`src/rtl/mult_sequencer.sv`:
```
// Control sequencer for the add-shift signed multiplier: Run edge detect, N add/sub + N shift slots, done hold.
// Optional build macro MULT_CLR_ON_RUN_EN inserts a one-cycle CLR state (clear_xa pulse) at the start of each run.
module mult_sequencer #(
    parameter int N = 8
) (
    input  logic                 Clk,
    input  logic                 Reset,
    input  logic                 Run,
    input  logic                 ClearA_LoadB,
    input  logic                 M,
    output logic                 clr_ld,
    output logic                 clear_xa,
    output logic                 add_en,
    output logic                 sub_en,
    output logic                 shift_en,
    output logic                 busy,
    output logic                 done,
    output logic [$clog2(N)-1:0] step
);

    localparam int KW = $clog2(N);
    localparam logic [KW-1:0] K_LAST = KW'(N - 1);

`ifdef MULT_CLR_ON_RUN_EN
    typedef enum logic [2:0] {IDLE = 3'd0, CLR = 3'd1, ADD = 3'd2, SHIFT = 3'd3, HOLD = 3'd4} state_t;
    localparam state_t FIRST = CLR;
`else
    typedef enum logic [2:0] {IDLE = 3'd0, ADD = 3'd2, SHIFT = 3'd3, HOLD = 3'd4} state_t;
    localparam state_t FIRST = ADD;
`endif

    state_t          state;
    logic [KW-1:0]   k;
    logic            run_q;
    logic            start;

    // run_q resets high so a Run level held through reset release is not seen as an edge
    assign start = Run & ~run_q;

    // State, iteration counter and Run history
    always_ff @(posedge Clk or posedge Reset) begin
        if (Reset) begin
            state <= IDLE;
            k     <= '0;
            run_q <= 1'b1;
        end else begin
            run_q <= Run;
            case (state)
                IDLE: begin
                    if (start) begin
                        k     <= '0;
                        state <= FIRST;
                    end else begin
                        state <= IDLE;
                    end
                end
`ifdef MULT_CLR_ON_RUN_EN
                CLR:   state <= ADD;
`endif
                ADD:   state <= SHIFT;
                SHIFT: begin
                    if (k == K_LAST) begin
                        state <= HOLD;
                    end else begin
                        k     <= k + 1'b1;
                        state <= ADD;
                    end
                end
                HOLD: begin
                    if (!Run) begin
                        state <= IDLE;
                    end else begin
                        state <= HOLD;
                    end
                end
                default: begin
                    state <= IDLE;
                    k     <= '0;
                end
            endcase
        end
    end

    // Datapath enables decoded from state; M selects whether the ADD slot acts
    always_comb begin
        clr_ld   = 1'b0;
        clear_xa = 1'b0;
        add_en   = 1'b0;
        sub_en   = 1'b0;
        shift_en = 1'b0;
        case (state)
            IDLE: clr_ld = ClearA_LoadB & ~start & ~Reset;
`ifdef MULT_CLR_ON_RUN_EN
            CLR:  clear_xa = 1'b1;
`endif
            ADD: begin
                if (k == K_LAST) begin
                    sub_en = M;
                end else begin
                    add_en = M;
                end
            end
            SHIFT:   shift_en = 1'b1;
            HOLD:    clr_ld   = 1'b0;
            default: clr_ld   = 1'b0;
        endcase
    end

    assign busy = (state != IDLE);
    assign done = (state == HOLD);
    assign step = k;

endmodule

```
`config.mk`:
```
export PLATFORM = sky130hd
export DESIGN_NAME = mult_sequencer
export DESIGN_NICKNAME = d
export VERILOG_FILES = /design/src/rtl/mult_sequencer.sv
export SDC_FILE = /design/constraint.sdc
export NUM_CORES = 1
export LEC_CHECK = 0
export ABC_AREA = 1
export BUFFER_PORTS_ARGS = -buffer_cell sky130_fd_sc_hd__buf_2
export CORE_AREA = 2 2 39 41
export DETAILED_ROUTE_END_ITERATION = 8
export DIE_AREA = 0 0 41 43
export PLACE_DENSITY = 0.56
export SYNTH_ARGS = -nofsm -noshare
export SYNTH_HDL_FRONTEND = slang
export SYNTH_SLANG_ARGS = --single-unit
export TNS_END_PERCENT = 100
```
`constraint.sdc`:
```
create_clock -name Clk -period 2.15 [get_ports Clk]
set_input_delay 0.215 -clock Clk [delete_from_list [all_inputs] [get_ports Clk]]
set_output_delay 0.215 -clock Clk [all_outputs]
set_load 0.1 [all_outputs]
```
* After elaboration in Yosys (flattened, before gate mapping)
Index checks and enable logic that the tools add are counted.
Widths: inputs -> output; s select.
** Word-level totals
- Bits in registers :: 7
- Input port bits :: 5
- Word-level logic and storage cells :: 34
** Cells by class
- Bitwise logic cells :: 7
- Eq/ne operators :: 6
- Reduce and logical (&&, ||, !) cells :: 4
- Add/subtract/negate cells :: 1
- Mux-type cells :: 13
** Operators by type and width (count)
- $mux 3 :: 4
- $pmux 3 s4 :: 1
- $pmux 3 s3 :: 1
- $eq 3x2->1 const B :: 2
- $eq 3x3->1 const B :: 2
- $mux 1 :: 6
- $ne 2x2->1 const B :: 2
- $not 1->1 :: 4
- $add 3x1->3 const B :: 1
- $and 1x1->1 :: 3
- $logic_not 3->1 :: 1
- $reduce_and 3->1 :: 1
- $reduce_bool 3->1 :: 1
- $mux 2 :: 1
- $reduce_or 2->1 :: 1

* Depth between registers and ports, before layout
- Depth after elaboration :: 6
- Depth in mapped cells :: 6
- Mapped depth without buffers :: 6

* Worst setup path after synthesis
No wires, ideal clock.
- Kind :: reg-to-output
- Start point :: register k[0] (netlist: step[0])
- End point :: output port add_en
- Path slack :: -1622 ps
- Data required time :: 1935 ps
- Path buffers :: 0
- Cell stages (with the launch flop) :: 4
- Data arrival time :: 3557 ps
- Cell sequence :: dfrtp_1 ha_1 ha_1 nor3b_1
** On the way
- Longest elaborated chain between the ends :: 3
** Ends and longest elaborated chain
- from (decl) :: RTL line 33 : logic [KW-1:0] k;
- from (signal assigned) :: RTL line 65 : k <= k + 1'b1;
- $eq 3x3->1 :: RTL line 97 : if (k == K_LAST) begin
- $mux 1 :: RTL line 97
- $mux 1 :: RTL line 91 : case (state)
- to (decl) :: RTL line 13 : output logic add_en,
No other way between the ends.

* Worst setup path in the final report
Ends and elaborated chain as after synthesis.

==> metrics.md <==
| Metric | Value |
|---|---|
| Clock power share | `0.144` |
| Fillers | `156` |
| Die Span X | `roughly 41 um` |
| Fmax | `0.497 GHz` |
| Clock sink count | `7` |
| Max_cap viols | `0` |
| Mapped Nets | `65` |
| Internal cell power | `around 0.34 mW` |
| CP Launch Point | `step[0]` |
| Cell Pwr Density | `1490 nW/um2` |
| Most frequent cells in the layout | `inv_1, buf_2, nand2_1, nor2_1, nand4_1` |
| Pre-CTS setup slack | `0.415 ns` |
| Worst-path maximum fanout | `4` |
| Inserted Clock Buffers | `3` |
| Initial DRT Pass Iterations | `4` |
| Critical Path End Type | `primary output` |
| Starting Density | `0.319` |
| Mapped Avg Cell Area | `roughly 7.7 um2` |
| Clk pin slew, worst setup/hold paths | `approximately 0.050 ns` |
| Initial antenna violation count | `0` |
| HP Start | `Run` |
| WP data arrival | `~1.8 ns` |
| Psw | `0.532 mW` |
| P&R area growth vs syn | `32.0%` |
| Final min period | `2.01 ns` |
| Sw frac | `0.611` |
| Total number of vias | `418` |
| CTS max path bufs | `2` |
| Row count | `14` |
| Routed Antenna Nets | `0` |
| CTS tree | `yes` |
| CP Data Required Time | `1.93 ns` |
| Peak VDD IR | `0.612 mV` |
| Sequential area share after synthesis | `0.399` |
| # diodes | `0` |
| Avg WL per Cell | `10.7 um` |
| I/O pin count | `15` |
| Worst-Skew Late Latency | `around 0.26 ns` |
| Synthesized flop and latch total | `7` |
| Hold Crit Class | `in -> reg` |
| Avg Vias per Cell | `4.64` |
| RSZ-0062 raised after global routing | `no` |
| Drt drc | `0` |
| Final hold vios | `0` |
| Vias in the first global route | `391` |
| Total power | `0.870 mW` |
| Gr ovfl total | `0` |
| Largest net degree at the start of global routing | `9` |
| Most common cell after layout, fill and taps aside | `inv_1` |
| Post-synthesis cell count | `57` |
| WL final | `962 um` |
| Yosys Warn Count | `0` |
| PnR worst setup slack | `0.137 ns` |
| Initial drt markers | `1` |
| Core area | `1380 um2` |
| Port-buffer cells | `13` |
| Status | `completed` |
| RR Startpoint | `step[0]` |
| Netlist cell types | `16` |
| Final cycle utilization of the critical path | `0.936` |
| Gate power share | `0.618` |
| Die Area | `1760 um2` |
| Post-CTS sizing | `0` |
| GR Util All Layers | `0.143` |
| Die height | `43 um` |
| Crit path kind | `reg -> out` |
| Worst Skew | `roughly 0.0024 ns` |
| Layout cell share with drive strength beyond 1 | `0.351` |
| Net count, final | `83` |
| H-tree depth | `1` |
| Sequential Power Share | `0.238` |
| Leak | `0.348 nW` |
| CTS root buf | `clkbuf_4` |
| Final slew viol count | `0` |
| Final setup viols | `0` |
| Post-Syn Area | `~440 um2` |
| HPWL Detailed | `roughly 760 um` |
| Worst Setup Start Kind | `register` |
| Gp weighted congestion | `0.768` |
| First-pass GRT wire length | `1.64 mm` |
-- power by group through the flow --
stage / clock (mW) / combinational, mW / sequential [mW]
global route: 0.136 / 0.575 / 0.213
finish: 0.125 / 0.538 / 0.207
floorplan: 0 / 0.372 / 0.295
global placement: 0 / 0.538 / 0.208
detailed placement: 0 / 0.541 / 0.209
CTS: 0.127 / 0.543 / 0.207
-- synthesized netlist by cell type --
cell type,instances,area share
dfrtp_1,6,0.34
nand2_1,10,0.085
nor3b_1,1,0.017
inv_1,14,0.12
nand2_2,1,0.014
nand3_2,2,0.045
nand4_1,4,0.057
o211ai_1,1,0.017
buf_4,1,0.017
nor3_1,1,0.011
ha_1,3,0.085
nor2_1,6,0.051
nand3_1,2,0.023
conb_1,1,0.0085
o21bai_1,3,0.051
dfstp_2,1,0.060
-- worst max-delay path, cell delays in order, from the launching register on --
cell and delay (ns):
dfrtp_4 0.48, ha_1 0.22, ha_1 0.23, nor3b_4 0.16, buf_2 0.44
-- sequential cells by signal (all words and copies together) (netlist names) --
register  count
state         3
step          3
run_q         1
-- final timing paths --
check | end | depth (start not counted) | slack, ns
setup reg to reg | step[0] | 6 | 0.61
hold reg to reg | step[1] | 3 | 0.62
min in group asynchronous | step[0] | 3 | 0.44
max in group asynchronous | run_q | 3 | 1.43
setup / recovery | add_en | 4 | 0.14
hold / removal | run_q | 1 | 0.08
-- area by class of cell --
type	instances	area, um2	area share
Multi-Input combinational cell	35	226	0.388
Sequential cell	7	183	0.313
Inverter	14	52.6	0.0901
Tap cell	16	20.0	0.0343
Timing Repair Buffer	14	75.1	0.129
Clock buffer	4	26.3	0.0451
-- metrics by stage --
step	utilization	area, um2	hold slack [ns]	instances	setup TNS, ns
3_5_place_dp	0.395	547	0.178	85	0
2_1_floorplan	-	469	0.0256	57	-0.000775
4_1_cts	0.421	583	0.0831	90	0
6_report	0.421	583	0.0844	90	0
5_1_grt	0.421	583	0.0861	90	0
3_3_place_gp	0.395	547	0.176	85	0
-- timing repair --
| item | 4_1_cts | 5_1_grt |
|---|---|---|
| hold buffers | 1 | 0 |
| buffers inserted | 0 | 0 |
| hold endpoints to repair | 6 | 0 |
| endpoints found under the setup margin | 0 | 0 |
-- kinds of logic (layout without fill, tap and decap cells) --
family / count (synthesis) / in the layout / synth area share
AOI/OAI and AO/OA: 4 / 4 / 0.0680
adders and majority gates: 3 / 3 / 0.0850
buffers and inverters: 15 / 32 / 0.136
DFF: 7 / 7 / 0.399
other: 1 / 1 / 0.00849
and+or+nand+nor: 27 / 27 / 0.303
-- layer usage --
layer | track usage | share of wire
met5 | 0 | 0
met4 | 0.100 | 0.035
met3 | 0.0314 | 0.043
met2 | 0.219 | 0.49
met1 | 0.164 | 0.43
Note: power is estimated with default switching activity, not from simulation.
